$ cat config.mk
export PLATFORM = sky130hd
export DESIGN_NAME = wb_retire_stage_flat
export DESIGN_NICKNAME = d
export VERILOG_FILES = /design/src/rtl/wb_retire_stage_if.sv /design/src/rtl/wb_retire_stage.sv /design/src/flat_wrapper.sv
export SDC_FILE = /design/constraint.sdc
export NUM_CORES = 1
export LEC_CHECK = 0
export CORE_ASPECT_RATIO = 1.2
export CORE_MARGIN = 2
export CORE_UTILIZATION = 30
export DETAILED_ROUTE_END_ITERATION = 7
export HOLD_SLACK_MARGIN = 0.06
export PLACE_DENSITY = 0.55
export SYNTH_ARGS = -nofsm -noshare
export SYNTH_HDL_FRONTEND = slang
export SYNTH_SLANG_ARGS = --single-unit
$ cat constraint.sdc
create_clock -name i_clk -period 1.9 [get_ports i_clk]
set_input_delay 0.19 -clock i_clk [delete_from_list [all_inputs] [get_ports i_clk]]
set_output_delay 0.19 -clock i_clk [all_outputs]
set_load 0.02 [all_outputs]
$ cat src/rtl/wb_retire_stage_if.sv
// MEM -> WB bundle for the write-back / retirement stage.
// master: the MEM-side driver (pipeline control plus MEM outputs).
// slave:  the write-back stage itself.
interface wb_retire_stage_if #(
    parameter int BITS_SIZE = 32,
    parameter int BITS_REGS = 5,
    parameter int CNT_BITS  = 32
);
    localparam int LANE_BITS = $clog2(BITS_SIZE / 8);

    // Pipeline control
    logic                  i_stall;
    logic                  i_flush;

    // MEM stage outputs
    logic                  i_mem_valid;
    logic                  i_mem_reg_write;
    logic                  i_mem_mem_to_reg;
    logic                  i_mem_lui;
    logic                  i_mem_jal;
    logic                  i_mem_jalr;
    logic                  i_mem_halt;
    logic                  i_mem_zero_extend;
    logic [1:0]            i_mem_load_size;
    logic [LANE_BITS-1:0]  i_mem_addr_lsb;
    logic [BITS_SIZE-1:0]  i_mem_dato_mem;
    logic [BITS_SIZE-1:0]  i_mem_alu;
    logic [BITS_SIZE-1:0]  i_mem_extension;
    logic [BITS_SIZE-1:0]  i_mem_pc8;
    logic [BITS_REGS-1:0]  i_mem_register_dst;

    // Write-back results
    logic                  o_wb_reg_write;
    logic [BITS_SIZE-1:0]  o_wb_data_write;
    logic [BITS_REGS-1:0]  o_wb_register_adrr_result;
    logic [BITS_SIZE-1:0]  o_wb_data_write_ex;
    logic [CNT_BITS-1:0]   o_retired_count;
    logic                  o_halted;

    modport master (
        output i_stall, i_flush,
        output i_mem_valid, i_mem_reg_write, i_mem_mem_to_reg, i_mem_lui,
        output i_mem_jal, i_mem_jalr, i_mem_halt, i_mem_zero_extend,
        output i_mem_load_size, i_mem_addr_lsb, i_mem_dato_mem, i_mem_alu,
        output i_mem_extension, i_mem_pc8, i_mem_register_dst,
        input  o_wb_reg_write, o_wb_data_write, o_wb_register_adrr_result,
        input  o_wb_data_write_ex, o_retired_count, o_halted
    );

    modport slave (
        input  i_stall, i_flush,
        input  i_mem_valid, i_mem_reg_write, i_mem_mem_to_reg, i_mem_lui,
        input  i_mem_jal, i_mem_jalr, i_mem_halt, i_mem_zero_extend,
        input  i_mem_load_size, i_mem_addr_lsb, i_mem_dato_mem, i_mem_alu,
        input  i_mem_extension, i_mem_pc8, i_mem_register_dst,
        output o_wb_reg_write, o_wb_data_write, o_wb_register_adrr_result,
        output o_wb_data_write_ex, o_retired_count, o_halted
    );
endinterface

$ cat src/rtl/wb_retire_stage.sv
// Write-back / retirement stage of the pipelined MIPS core.
// Holds the MEM/WB register (stall/flush), aligns loads by byte lane,
// builds LUI and link values, counts retired instructions and freezes
// retirement once a HALT reaches write-back.
module wb_retire_stage #(
    parameter int BITS_SIZE = 32,
    parameter int BITS_REGS = 5,
    parameter int LINK_REG  = 31,
    parameter int CNT_BITS  = 32
) (
    input  logic              i_clk,
    input  logic              i_reset,
    wb_retire_stage_if.slave  wb
);
    localparam int LANE_BITS = $clog2(BITS_SIZE / 8);

    typedef enum logic {
        RUN    = 1'b0,
        HALTED = 1'b1
    } state_t;

    typedef struct packed {
        logic                 valid;
        logic                 reg_write;
        logic                 mem_to_reg;
        logic                 lui;
        logic                 jal;
        logic                 jalr;
        logic                 halt;
        logic                 zero_extend;
        logic [1:0]           load_size;
        logic [LANE_BITS-1:0] addr_lsb;
        logic [BITS_SIZE-1:0] dato;
        logic [BITS_SIZE-1:0] alu;
        logic [BITS_SIZE-1:0] extension;
        logic [BITS_SIZE-1:0] pc8;
        logic [BITS_REGS-1:0] register_dst;
    } entry_t;

    entry_t               entry_q, entry_d, mem_entry;
    state_t               state_q, state_d;
    logic [CNT_BITS-1:0]  count_q, count_d;
    logic                 freeze;

    logic [BITS_SIZE-1:0] byte_shift, half_shift, filtered;
    logic [BITS_SIZE-1:0] lui_value, data_to_reg, data_ex;
    logic [BITS_REGS-1:0] wb_addr;
    logic [LANE_BITS-1:0] half_lsb;
    logic signed [7:0]    lane_byte;
    logic signed [15:0]   lane_half;

    // Gather the MEM outputs into one entry for capture.
    always_comb begin
        mem_entry              = '0;
        mem_entry.valid        = wb.i_mem_valid;
        mem_entry.reg_write    = wb.i_mem_reg_write;
        mem_entry.mem_to_reg   = wb.i_mem_mem_to_reg;
        mem_entry.lui          = wb.i_mem_lui;
        mem_entry.jal          = wb.i_mem_jal;
        mem_entry.jalr         = wb.i_mem_jalr;
        mem_entry.halt         = wb.i_mem_halt;
        mem_entry.zero_extend  = wb.i_mem_zero_extend;
        mem_entry.load_size    = wb.i_mem_load_size;
        mem_entry.addr_lsb     = wb.i_mem_addr_lsb;
        mem_entry.dato         = wb.i_mem_dato_mem;
        mem_entry.alu          = wb.i_mem_alu;
        mem_entry.extension    = wb.i_mem_extension;
        mem_entry.pc8          = wb.i_mem_pc8;
        mem_entry.register_dst = wb.i_mem_register_dst;
    end

    // MEM/WB register next state and retirement count.
    // A registered valid HALT already blocks the following load, so the
    // instruction behind a HALT never retires.
    always_comb begin
        freeze  = (state_q == HALTED) || (entry_q.valid && entry_q.halt);
        entry_d = entry_q;
        count_d = count_q;
        if (wb.i_flush) begin
            entry_d = '0;
        end else if (wb.i_stall) begin
            entry_d = entry_q;
        end else if (freeze) begin
            entry_d = '0;
        end else begin
            entry_d = mem_entry;
            if (wb.i_mem_valid) begin
                count_d = count_q + 1'b1;
            end
        end
    end

    // Halt FSM next state: only reset leaves HALTED.
    always_comb begin
        state_d = state_q;
        case (state_q)
            RUN:     if (entry_q.valid && entry_q.halt) state_d = HALTED;
            HALTED:  state_d = HALTED;
            default: state_d = RUN;
        endcase
    end

    // State registers with synchronous reset.
    always_ff @(posedge i_clk) begin
        if (i_reset) begin
            entry_q <= '0;
            state_q <= RUN;
            count_q <= '0;
        end else begin
            entry_q <= entry_d;
            state_q <= state_d;
            count_q <= count_d;
        end
    end

    // Load alignment: pick the addressed lane and extend it.
    always_comb begin
        half_lsb   = {entry_q.addr_lsb[LANE_BITS-1:1], 1'b0};
        byte_shift = entry_q.dato >> {entry_q.addr_lsb, 3'b000};
        half_shift = entry_q.dato >> {half_lsb, 3'b000};
        lane_byte  = byte_shift[7:0];
        lane_half  = half_shift[15:0];
        case (entry_q.load_size)
            2'b00: filtered = entry_q.zero_extend
                            ? {{(BITS_SIZE-8){1'b0}}, lane_byte}
                            : {{(BITS_SIZE-8){lane_byte[7]}}, lane_byte};
            2'b01: filtered = entry_q.zero_extend
                            ? {{(BITS_SIZE-16){1'b0}}, lane_half}
                            : {{(BITS_SIZE-16){lane_half[15]}}, lane_half};
            default: filtered = entry_q.dato;
        endcase
    end

    // Result select, write address and write enable.
    always_comb begin
        lui_value   = (entry_q.extension & BITS_SIZE'(16'hFFFF)) << 16;
        data_to_reg = entry_q.mem_to_reg ? filtered : entry_q.alu;
        data_ex     = entry_q.lui ? lui_value : data_to_reg;
        wb_addr     = entry_q.jal ? BITS_REGS'(LINK_REG) : entry_q.register_dst;

        wb.o_wb_data_write_ex        = data_ex;
        wb.o_wb_data_write           = (entry_q.jal || entry_q.jalr) ? entry_q.pc8 : data_ex;
        wb.o_wb_register_adrr_result = wb_addr;
        wb.o_wb_reg_write            = entry_q.valid
                                     && (entry_q.reg_write || entry_q.jal || entry_q.jalr)
                                     && (wb_addr != '0);
        wb.o_retired_count           = count_q;
        wb.o_halted                  = (state_q == HALTED);
    end
endmodule

$ cat src/flat_wrapper.sv
// flat-port wrapper written by rule: the top's interface ports become plain ports
module wb_retire_stage_flat 
#(
    parameter int BITS_SIZE = 32,
    parameter int BITS_REGS = 5,
    parameter int LINK_REG  = 31,
    parameter int CNT_BITS  = 32
)
  (i_clk, i_reset, wb_i_stall, wb_i_flush, wb_i_mem_valid, wb_i_mem_reg_write, wb_i_mem_mem_to_reg, wb_i_mem_lui, wb_i_mem_jal, wb_i_mem_jalr, wb_i_mem_halt, wb_i_mem_zero_extend, wb_i_mem_load_size, wb_i_mem_addr_lsb, wb_i_mem_dato_mem, wb_i_mem_alu, wb_i_mem_extension, wb_i_mem_pc8, wb_i_mem_register_dst, wb_o_wb_reg_write, wb_o_wb_data_write, wb_o_wb_register_adrr_result, wb_o_wb_data_write_ex, wb_o_retired_count, wb_o_halted);
  wb_retire_stage_if #(.BITS_SIZE(BITS_SIZE), .BITS_REGS(BITS_REGS), .CNT_BITS(CNT_BITS)) wb_i ();
  input  logic i_clk;
  input  logic i_reset;
  input wire logic [$bits(wb_i.i_stall)-1:0] wb_i_stall;
  input wire logic [$bits(wb_i.i_flush)-1:0] wb_i_flush;
  input wire logic [$bits(wb_i.i_mem_valid)-1:0] wb_i_mem_valid;
  input wire logic [$bits(wb_i.i_mem_reg_write)-1:0] wb_i_mem_reg_write;
  input wire logic [$bits(wb_i.i_mem_mem_to_reg)-1:0] wb_i_mem_mem_to_reg;
  input wire logic [$bits(wb_i.i_mem_lui)-1:0] wb_i_mem_lui;
  input wire logic [$bits(wb_i.i_mem_jal)-1:0] wb_i_mem_jal;
  input wire logic [$bits(wb_i.i_mem_jalr)-1:0] wb_i_mem_jalr;
  input wire logic [$bits(wb_i.i_mem_halt)-1:0] wb_i_mem_halt;
  input wire logic [$bits(wb_i.i_mem_zero_extend)-1:0] wb_i_mem_zero_extend;
  input wire logic [$bits(wb_i.i_mem_load_size)-1:0] wb_i_mem_load_size;
  input wire logic [$bits(wb_i.i_mem_addr_lsb)-1:0] wb_i_mem_addr_lsb;
  input wire logic [$bits(wb_i.i_mem_dato_mem)-1:0] wb_i_mem_dato_mem;
  input wire logic [$bits(wb_i.i_mem_alu)-1:0] wb_i_mem_alu;
  input wire logic [$bits(wb_i.i_mem_extension)-1:0] wb_i_mem_extension;
  input wire logic [$bits(wb_i.i_mem_pc8)-1:0] wb_i_mem_pc8;
  input wire logic [$bits(wb_i.i_mem_register_dst)-1:0] wb_i_mem_register_dst;
  output wire logic [$bits(wb_i.o_wb_reg_write)-1:0] wb_o_wb_reg_write;
  output wire logic [$bits(wb_i.o_wb_data_write)-1:0] wb_o_wb_data_write;
  output wire logic [$bits(wb_i.o_wb_register_adrr_result)-1:0] wb_o_wb_register_adrr_result;
  output wire logic [$bits(wb_i.o_wb_data_write_ex)-1:0] wb_o_wb_data_write_ex;
  output wire logic [$bits(wb_i.o_retired_count)-1:0] wb_o_retired_count;
  output wire logic [$bits(wb_i.o_halted)-1:0] wb_o_halted;
  assign wb_i.i_stall = wb_i_stall;
  assign wb_i.i_flush = wb_i_flush;
  assign wb_i.i_mem_valid = wb_i_mem_valid;
  assign wb_i.i_mem_reg_write = wb_i_mem_reg_write;
  assign wb_i.i_mem_mem_to_reg = wb_i_mem_mem_to_reg;
  assign wb_i.i_mem_lui = wb_i_mem_lui;
  assign wb_i.i_mem_jal = wb_i_mem_jal;
  assign wb_i.i_mem_jalr = wb_i_mem_jalr;
  assign wb_i.i_mem_halt = wb_i_mem_halt;
  assign wb_i.i_mem_zero_extend = wb_i_mem_zero_extend;
  assign wb_i.i_mem_load_size = wb_i_mem_load_size;
  assign wb_i.i_mem_addr_lsb = wb_i_mem_addr_lsb;
  assign wb_i.i_mem_dato_mem = wb_i_mem_dato_mem;
  assign wb_i.i_mem_alu = wb_i_mem_alu;
  assign wb_i.i_mem_extension = wb_i_mem_extension;
  assign wb_i.i_mem_pc8 = wb_i_mem_pc8;
  assign wb_i.i_mem_register_dst = wb_i_mem_register_dst;
  assign wb_o_wb_reg_write = wb_i.o_wb_reg_write;
  assign wb_o_wb_data_write = wb_i.o_wb_data_write;
  assign wb_o_wb_register_adrr_result = wb_i.o_wb_register_adrr_result;
  assign wb_o_wb_data_write_ex = wb_i.o_wb_data_write_ex;
  assign wb_o_retired_count = wb_i.o_retired_count;
  assign wb_o_halted = wb_i.o_halted;
  wb_retire_stage #(.BITS_SIZE(BITS_SIZE), .BITS_REGS(BITS_REGS), .LINK_REG(LINK_REG), .CNT_BITS(CNT_BITS)) u_core (.i_clk(i_clk), .i_reset(i_reset), .wb(wb_i));
endmodule
==> metrics.md, run 1 <==
| Metric | Value |
|---|---|
| Nets | 1403 |
| DRC errors left | 0 |
| Final hold violation count | 0 |
| Synth Area in Compound Gates | 27.5% |
| Crit-path cells | mux4_2, a211o_4, o21ai_4, o21ai_1, buf_2 |
| YS warnings | 0 |
| Multiplexer share of the synthesized area | 2.74% |
| Sw Share | 27.3% |
| CTS hold repair buffers | 0 |
| Internal power | 6380 uW |
| Mapped Nets | 1053 |
| Post-synthesis sequential element count | 162 |
| Via count of the first global-routing pass | 8151 |
| M1 WL | 12800 microns |
| Status | complete, but fails checks |
| CTS sink cnt | 162 |
| Switch Pwr | 2400 uW |
| Synth-to-Final Area Change | 76.2% |
| Initial DRC count | 442 |
| Arr. time, crit path | 2.19 ns |
| PnR worst setup slack | -0.478 ns |
| Top-level I/O count | 252 |
| Layout cell share with drive strength beyond 1 | 35.0% |
| Routed len/inst | 19.6 microns |
| Flop pwr share | 40.3% |
| Vias | 8324 |
| Post-Synth Simple-Gate Area | 20.2% |
| Slew @ Worst Pin | 0.723 ns |
| Crit share post-route | 125% |
| Hold WS | 0.368 ns |
| Initial antenna violation count | 0 |
| Critical Path RT | 1.71 ns |
| Met3 Routed Length | 1590 microns |
| Post-Synth Adder-Cell Area | 0.168% |
| Power Dens Cells | 671 nW/um^2 |
| Yosys top cell by area | dfxtp_1 |
| First-pass GRT wire length | 46200 microns |
| DRT Pass-1 Iters | 5 |
| Clock slew at reported path FFs | 0.07 ns |
| Core footprint | 24500 sq um |
| Post-synth EDFFs | 0 |
| RSZ-0062 raised after global routing | true |
| Fmax | 0.421 GHz |
| Crit path max fanout | 8 |
| Post-route core utilization | 53.4% |
| Global placement routability congestion | 0.840 |
| Hold path cells | 3 |
| DP Wirelength | 21500 microns |
| Vias per cell | 5.23 |
| Xor and xnor area share after synthesis | 0.942% |
| Gate Count Post-Synth | 903 |
| Initial Utilization | 30.3% |
| Total congestion overflow | 0 |
| Max Cap Viol | 0 |
| FP Rows | 63 |
| CTS H-tree depth | 4 |
| TritonCTS buffer count | 17 |
| Ys async rst share | 0% |
| Critical path launch point type | flop |
| Commonest cells after routing, fill and taps aside | buf_4 (180), nor2_1 (174), clkdlybuf4s50_1 (164) |
| Cell area after synthesis | 7430 sq um |
| Total power | 8780 uW |
| Failing checks | negative setup slack |
| Drt total wl | 31200 microns |
| Maximum number of pins on one net before global-route repair | 130 |
| Min Tclk post-route | 2.38 ns |
| Placed insts | 1526 |
| Highest routed layer | met4 |
| CTS root buf | clkbuf_16 |
| Min-delay worst type | primary input to flop |
| Synth area leaders | dfxtp_1 (44%), a22oi_1 (13%), nor2_1 (9.2%), o31ai_1 (4.8%), clkbuf_1 (3.8%) |
| Most common cell after layout, fill and taps aside | buf_4 |
| VDD IR-drop max | 558 uV |
| Largest family of logic cells by synthesized area | compound AO/OA/AOI/OAI gates |
| Post-route ant nets | 0 |
| Top cell type's share of synthesized area | 43.6% |
| Die area | 26100 sq um |
| Setup crit end kind | output port |
| Synth cell types | 43 |
| Met2 WL | 15600 microns |
| Clock power frac | 41.0% |
| Total GRT Usage | 23.1% |
| Slew HR | 51.8% |
| Clk Latency, worst-skew pair | 0.44 ns |
| Slowest Stage Delay on Critical Path | 0.52 ns |
| Worst-case reg-to-reg path depth | 4 |
| Setup-failing EPs final | 67 |
| LEAKAGE | 0.00509 uW |
| CTS tree | done |
| Logic pwr share | 18.7% |
| Setup TNS Final | -26.32 ns |
| Chip width | 148 microns |
| Filler cell count | 2228 |
| Avg Cell Area, Syn | 8.23 sq um |
| IO Port Bufs | 235 |
| Worst path slowest cell | mux4_2 |
| Post-synth top flop | dfxtp_1 |
| Final slew viol count | 0 |
| Layout Cells excl Fill | 1591 |
| DIE HEIGHT | 176 microns |
| Seq/Total Area, Yosys | 43.6% |
| Max clock buf depth | 2 |
| N_diodes | 0 |
| Critical path class | flop to output port |
| Skew final | 0.0114 ns |
area by class of cell:
class                           instances  area [sq um]  share of cell area [%]
Timing Repair Buffer                  415          3850                    29.4
Sequential cell                       162          3290                    25.1
Multi-Input combinational cell        651          4920                    37.5
Clock inverter                         11           125                   0.955
Inverter                                6          22.5                   0.172
Clock buffer                           21           482                    3.68
Tap cell                              325           407                    3.10
kinds of logic (layout without fill, tap and decap cells):
group | Yosys count | after routing
compound gates | 286 | 286
xor+xnor | 8 | 8
fa+ha+maj | 1 | 1
buf+inv | 93 | 453
flops | 162 | 162
mux | 19 | 19
simple gates | 334 | 337
per-stage QoR:
step           instance area [sq um]  setup WS, ns
5_1_grt                        13100        -0.560
3_5_place_dp                   11400        -0.644
6_report                       13100        -0.478
3_3_place_gp                   11400        -0.608
2_1_floorplan                   7650       -0.0244
4_1_cts                        12400        -0.505
routing by layer:
metal | global-route usage, % | vias to the layer above
met5 | 0 | -
met4 | 11.8 | 0
met3 | 4.06 | 54
met2 | 39.4 | 241
met1 | 27.8 | 3980
li1 | - | 4049
critical path: cells and delay by family, from the launching register on:
kind	cells	cell delay (ns)
compound gates	3	0.70
mux	1	0.52
flops	1	0.37
buf+inv	1	0.16
repair_timing:
action	CTS	global route
hold endpoints to repair	0	0
buffers inserted	11	24
gates cloned	4	1
resized for setup	432	122
setup endpoints to repair	85	88
pin swaps	49	65
power by group through the flow:
stage	logic [uW]	registers, uW	clock network (uW)
after floorplan	667	3600	0
after global placement	1500	3600	0
after detailed placement	1500	3610	0
after CTS	1530	3530	3660
after global routing	1750	3550	3800
final	1640	3540	3600
flip-flops by register name, summed over array words and instances, names as in the netlist:
signal                     count
u_core.wb.o_halted             1
u_core.entry_q               129
u_core.wb.o_retired_count     32
cell usage after synthesis, types with 2 or more instances:
library cell    n
clkbuf_1       76
nand2_1        58
o41ai_1         7
or3_1           8
o31ai_1        48
nor2_1        182
dfxtp_1       162
o22a_1          8
nor2b_1        11
a221oi_1       16
o21ai_0        40
and4_1          4
buf_1           6
mux2i_1        17
buf_2           4
nor3_1         15
a2111oi_0       7
and3_1          2
nand3_1        12
xor2_1          3
inv_1           6
a211o_1         2
or2_2           6
a22oi_1       129
xnor2_1         5
or4_1          19
a21oi_1        26
nand4_1         9
final timing paths:
path / startpoint / slack, ns / to
worst max register to register: u_core.wb.o_retired_count[6] / -0.04 / u_core.wb.o_retired_count[28]
worst min-delay path: wb_i_mem_alu[10] / 0.37 / u_core.entry_q[79]
worst max-delay path: u_core.entry_q[133] / -0.48 / wb_o_wb_data_write[13]
worst min register to register: u_core.entry_q[24] / 0.51 / u_core.entry_q[24]
No activity file was read; power rests on OpenSTA's default activity.
==> inputs of run 2 (changes only) <==
--- a/config.mk
+++ b/config.mk
@@ -7,10 +7,10 @@
 export LEC_CHECK = 0
 export CORE_ASPECT_RATIO = 1.2
 export CORE_MARGIN = 2
-export CORE_UTILIZATION = 30
+export CORE_UTILIZATION = 42
 export DETAILED_ROUTE_END_ITERATION = 7
 export HOLD_SLACK_MARGIN = 0.06
-export PLACE_DENSITY = 0.55
+export PLACE_DENSITY = 0.74
 export SYNTH_ARGS = -nofsm -noshare
 export SYNTH_HDL_FRONTEND = slang
 export SYNTH_SLANG_ARGS = --single-unit
==> metrics.md, run 2 (same netlist as run 1, synthesis figures left out) <==
| Metric | Value |
|---|---|
| Routed len/inst | 22.2 microns |
| Die area | 18800 sq um |
| Flop pwr share | 41.6% |
| RSZ-0062 raised after global routing | true |
| Crit path top cell by count | buf_4 |
| Family with the most delay on the worst path | buffers and inverters |
| PnR worst setup slack | -0.611 ns |
| Clk Latency, worst-skew pair | 0.43 ns |
| DRC errors left | 0 |
| Most common cell after layout, fill and taps aside | nor2_1 |
| Worst path slowest cell | nor3_2 |
| Initial Utilization | 42.6% |
| IO Port Bufs | 235 |
| Vias | 8914 |
| Slew @ Worst Pin | 0.598 ns |
| Status | complete, but fails checks |
| TritonCTS buffer count | 17 |
| Post-Place Cell Area | 11100 sq um |
| Initial DRC count | 689 |
| N_diodes | 0 |
| Clock slew at reported path FFs | 0.06 ns |
| LEAKAGE | 0.00501 uW |
| Core footprint | 17400 sq um |
| CTS hold repair buffers | 0 |
| CTS H-tree depth | 4 |
| DRT Pass-1 Iters | 7 |
| Crit share post-route | 132% |
| WHS Endpoint | u_core.entry_q[1] |
| Internal power | 6190 uW |
| Via count of the first global-routing pass | 8054 |
| Crit path max fanout | 7 |
| Reg with most FFs | u_core.entry_q |
| Synth-to-Final Area Change | 73.7% |
| Total congestion overflow | 0 |
| DIE HEIGHT | 150 microns |
| Power Dens Cells | 661 nW/um^2 |
| CTS root buf | clkbuf_16 |
| Sw Share | 27.4% |
| Worst-case reg-to-reg path depth | 5 |
| Failing checks | negative setup slack |
| Crit-path cells | buf_4, nor2b_1, buf_4, nor3_2, a2111oi_2, buf_4, o41ai_2, buf_4 |
| FP Rows | 53 |
| Critical Path RT | 1.71 ns |
| Logic pwr share | 19.1% |
| Final slew viol count | 0 |
| Pre-CTS WS | -0.618 ns |
| WP buf/inv | 4 |
| DP Wirelength | 19600 microns |
| Switch Pwr | 2340 uW |
| Critical path class | flop to output port |
| Max reg flops | 129 |
| Initial antenna violation count | 0 |
| Arr. time, crit path | 2.32 ns |
| CTS tree | done |
| Clock power frac | 39.3% |
| Post-route core utilization | 74.1% |
| Max clock buf depth | 2 |
| Commonest cells after routing, fill and taps aside | nor2_1 (173), clkdlybuf4s50_1 (164), buf_4 (157) |
| Setup-failing EPs final | 79 |
| Slew HR | 60.1% |
| Global placement routability congestion | 0.944 |
| Fin area | 12900 sq um |
| Slowest Stage Delay on Critical Path | 0.39 ns |
| R2r setup slk | -0.11 ns |
| Fmax | 0.398 GHz |
| Drt total wl | 32700 microns |
| Critical path launch point type | flop |
| Min-delay worst type | primary input to flop |
| Reg2reg start | u_core.wb.o_retired_count[9] |
| Max Cap Viol | 0 |
| VDD IR-drop max | 594 uV |
| Setup crit end kind | output port |
| Final hold violation count | 0 |
| Layout cell share with drive strength beyond 1 | 34.6% |
| Min Tclk post-route | 2.51 ns |
| Nets | 1389 |
| CTS sink cnt | 162 |
| Hold path cells | 3 |
| Maximum number of pins on one net before global-route repair | 130 |
| Total GRT Usage | 29.7% |
| Chip width | 125 microns |
| Post-route ant nets | 0 |
| Vias per cell | 6.06 |
| Worst hold start | wb_i_mem_register_dst[1] |
| RR Endpoint | u_core.wb.o_retired_count[23] |
| Skew final | 0.00935 ns |
| First-pass GRT wire length | 43900 microns |
| Top-level I/O count | 252 |
## run 2: metrics by stage
step	hold WS (ns)	TNS, ns	cells	power, uW
after detailed placement	0.482	-33.06	1409	5050
after CTS	0.346	-24.28	1455	8340
after global placement	0.473	-31.05	1409	5040
final	0.373	-27.35	1471	8540
after global routing	0.384	-31.80	1471	8760
after floorplan	0.334	-0.0244	903	4260
## run 2: cell type report
type | count | area [sq um]
multi-input cells | 651 | 5020
fillers | 1218 | 4530
repair buffers | 401 | 3740
flip-flops and latches | 162 | 3290
clock buffers | 22 | 484
well taps | 220 | 275
clock inverters | 9 | 81.3
inverters | 6 | 22.5
## run 2: worst reg2reg max path: stages, from the launching register on
cell,delay [ns]
dfxtp_2,0.34
nand4_1,0.18
buf_4,0.20
or4_4,0.58
or4_1,0.49
a21oi_1,0.15
## run 2: power groups by stage
stage | clock (uW) | combinational (uW) | sequential [uW]
finish | 3350 | 1630 | 3550
global route | 3490 | 1720 | 3560
CTS | 3330 | 1470 | 3540
detailed placement | 0 | 1440 | 3610
global placement | 0 | 1430 | 3610
floorplan | 0 | 667 | 3600
## run 2: how the worst max path moves through the flow
stage,endpoint,from,depth (start not counted),slack [ns]
4_1_cts,wb_o_wb_data_write[15],u_core.entry_q[133],5,-0.46
3_5_place_dp,wb_o_wb_data_write[0],u_core.entry_q[134],7,-0.62
2_1_floorplan,wb_o_wb_data_write[7],u_core.entry_q[134],6,-0.02
6_report,wb_o_wb_data_write[5],u_core.entry_q[135],8,-0.61
3_3_place_gp,wb_o_wb_data_write[0],u_core.entry_q[134],7,-0.62
5_1_grt,wb_o_wb_data_write[5],u_core.entry_q[135],8,-0.65
## run 2: per-layer routing
metal | track usage, % | routed length (microns) | vias up
li1 | - | - | 4012
met1 | 34.7 | 11900 | 4274
met2 | 51.0 | 16300 | 504
met3 | 6.15 | 2430 | 124
met4 | 16.7 | 1990 | 0
met5 | 0 | 0 | -
## run 2: timing repair
action,CTS,global route
endpoints found under the hold margin,0,0
pin swaps,42,69
buffers inserted,12,16
gates cloned,4,4
endpoints found under the setup margin,83,113
gates resized for setup,425,148
==> inputs of run 3 (changes only) <==
--- a/config.mk
+++ b/config.mk
@@ -6,8 +6,8 @@
 export NUM_CORES = 1
 export LEC_CHECK = 0
 export CORE_ASPECT_RATIO = 1.2
-export CORE_MARGIN = 2
 export CORE_UTILIZATION = 42
+export CTS_CLUSTER_SIZE = 14
 export DETAILED_ROUTE_END_ITERATION = 7
 export HOLD_SLACK_MARGIN = 0.06
 export PLACE_DENSITY = 0.74
==> metrics.md, run 3 (same netlist as run 1, synthesis figures left out) <==
| Metric | Value |
|---|---|
| Max Cap Viol | 0 |
| Initial DRC count | 868 |
| Total congestion overflow | 0 |
| CTS H-tree depth | 4 |
| Post-route core utilization | 75.8% |
| Initial antenna violation count | 2 |
| Arr. time, crit path | 2.29 ns |
| DRC errors left | 0 |
| Filler cell count | 1124 |
| Max reg flops | 129 |
| Initial Utilization | 43.4% |
| Min-delay worst type | primary input to flop |
| IO Port Bufs | 235 |
| TritonCTS buffer count | 17 |
| LEAKAGE | 0.00509 uW |
| CTS tree | done |
| Reg with most FFs | u_core.entry_q |
| Crit share post-route | 130% |
| Failing checks | negative setup slack |
| Met2 WL | 16300 microns |
| Setup-failing EPs final | 75 |
| FP Rows | 52 |
| Post-route ant nets | 0 |
| Die area | 18200 sq um |
| Chip width | 123 microns |
| Most common cell after layout, fill and taps aside | buf_4 |
| Final hold violation count | 0 |
| Highest routed layer | met4 |
| Clk Latency, worst-skew pair | 0.44 ns |
| Placed insts | 1400 |
| Status | complete, but fails checks |
| Nets | 1395 |
| Via count of the first global-routing pass | 8147 |
| Global placement routability congestion | 0.880 |
| CTS sink cnt | 162 |
| Skew final | 0.00796 ns |
| Clock slew at reported path FFs | 0.07 ns |
| Setup crit end kind | output port |
| Routed len/inst | 23.2 microns |
| Fmax | 0.404 GHz |
| Maximum number of pins on one net before global-route repair | 130 |
| VDD IR-drop max | 654 uV |
| Total GRT Usage | 32.0% |
| Power Dens Cells | 681 nW/um^2 |
| Crit path max fanout | 6 |
| Commonest cells after routing, fill and taps aside | buf_4 (173), nor2_1 (172), clkdlybuf4s50_1 (164) |
| Hold WS | 0.366 ns |
| RSZ-0062 raised after global routing | true |
| Final slew viol count | 0 |
| Core footprint | 17100 sq um |
| Critical path class | flop to output port |
| Layout Cells excl Fill | 1472 |
| Pre-CTS WS | -0.649 ns |
| First-pass GRT wire length | 44000 microns |
| Synth-to-Final Area Change | 74.4% |
| Drt total wl | 34200 microns |
| DIE HEIGHT | 148 microns |
| Top-level I/O count | 252 |
| Slew HR | 58.8% |
| Layout cell share with drive strength beyond 1 | 34.9% |
| Met3 Routed Length | 3220 microns |
| Min Tclk post-route | 2.48 ns |
| CTS hold repair buffers | 0 |
| M1 WL | 12400 microns |
| Max clock buf depth | 2 |
| DRT Pass-1 Iters | 6 |
| CTS root buf | clkbuf_16 |
| Critical path launch point type | flop |
| DP Wirelength | 19700 microns |
| Slew @ Worst Pin | 0.618 ns |
| Setup TNS Final | -29.16 ns |
| Vias per cell | 6.14 |
| PnR worst setup slack | -0.577 ns |
| Vias | 9037 |
| Critical Path RT | 1.71 ns |
[run 3: cell types whose count changed in the layout (fill, tap and decap cells not counted), moves of 5 or more]
cell,previous run,this run
buf_4,157,173
buf_6,31,16
o31ai_2,17,25
nor3_2,6,13
buf_12,14,20
dlygate4sd2_1,5,11
a221oi_2,2,7
a221oi_4,14,9
o31ai_4,11,6
[run 3: power breakdown]
part           switching, uW  total [uW]  internal [uW]
clock network           1430        3640           2210
logic                    854        1640            786
registers               76.1        3550           3480
[run 3: through the flow]
step / power, uW / cell area, sq um
floorplan: 4260 / 7650
global placement: 5040 / 11100
detailed placement: 5060 / 11100
CTS: 8620 / 12100
global route: 9050 / 13000
finish: 8830 / 13000
[run 3: repair_timing]
item,CTS,global route
buffers inserted,9,35
pin swaps,26,65
resized for setup,363,169
gates cloned,3,2
endpoints found under the setup margin,85,104
[run 3: metal layers]
layer	up-vias	track usage, %
li1	4023	-
met1	4368	35.9
met2	522	52.6
met3	124	8.60
met4	0	21.1
met5	-	0
[run 3: area by class of cell]
type                       instances  area, sq um  area share (%)
multi-input combinational        650         4970            38.3
timing repair buffer             408         3810            29.4
sequential                       162         3290            25.4
clock buffer                      19          443            3.42
tap                              216          270            2.08
clock inverter                    10          161            1.25
inverter                           6         22.5           0.174
antenna                            1         2.50          0.0193
[run 3: worst paths after layout]
check | start | end | slack [ns] | depth (start not counted)
hold reg to reg | u_core.wb.o_retired_count[31] | u_core.wb.o_retired_count[31] | 0.49 | 2
setup / recovery | u_core.entry_q[134] | wb_o_wb_data_write[9] | -0.58 | 8
hold / removal | wb_i_mem_extension[10] | u_core.entry_q[47] | 0.37 | 3
setup reg to reg | u_core.wb.o_retired_count[6] | u_core.wb.o_retired_count[30] | -0.10 | 5
[run 3: worst max-delay path, cell delays in order, from the launching register on]
cell and delay [ns]:
dfxtp_4 0.39, buf_12 0.16, buf_6 0.12, mux2i_4 0.18, buf_4 0.14, nor2b_1 0.40
o21ai_2 0.13, o21ai_1 0.15, buf_4 0.16
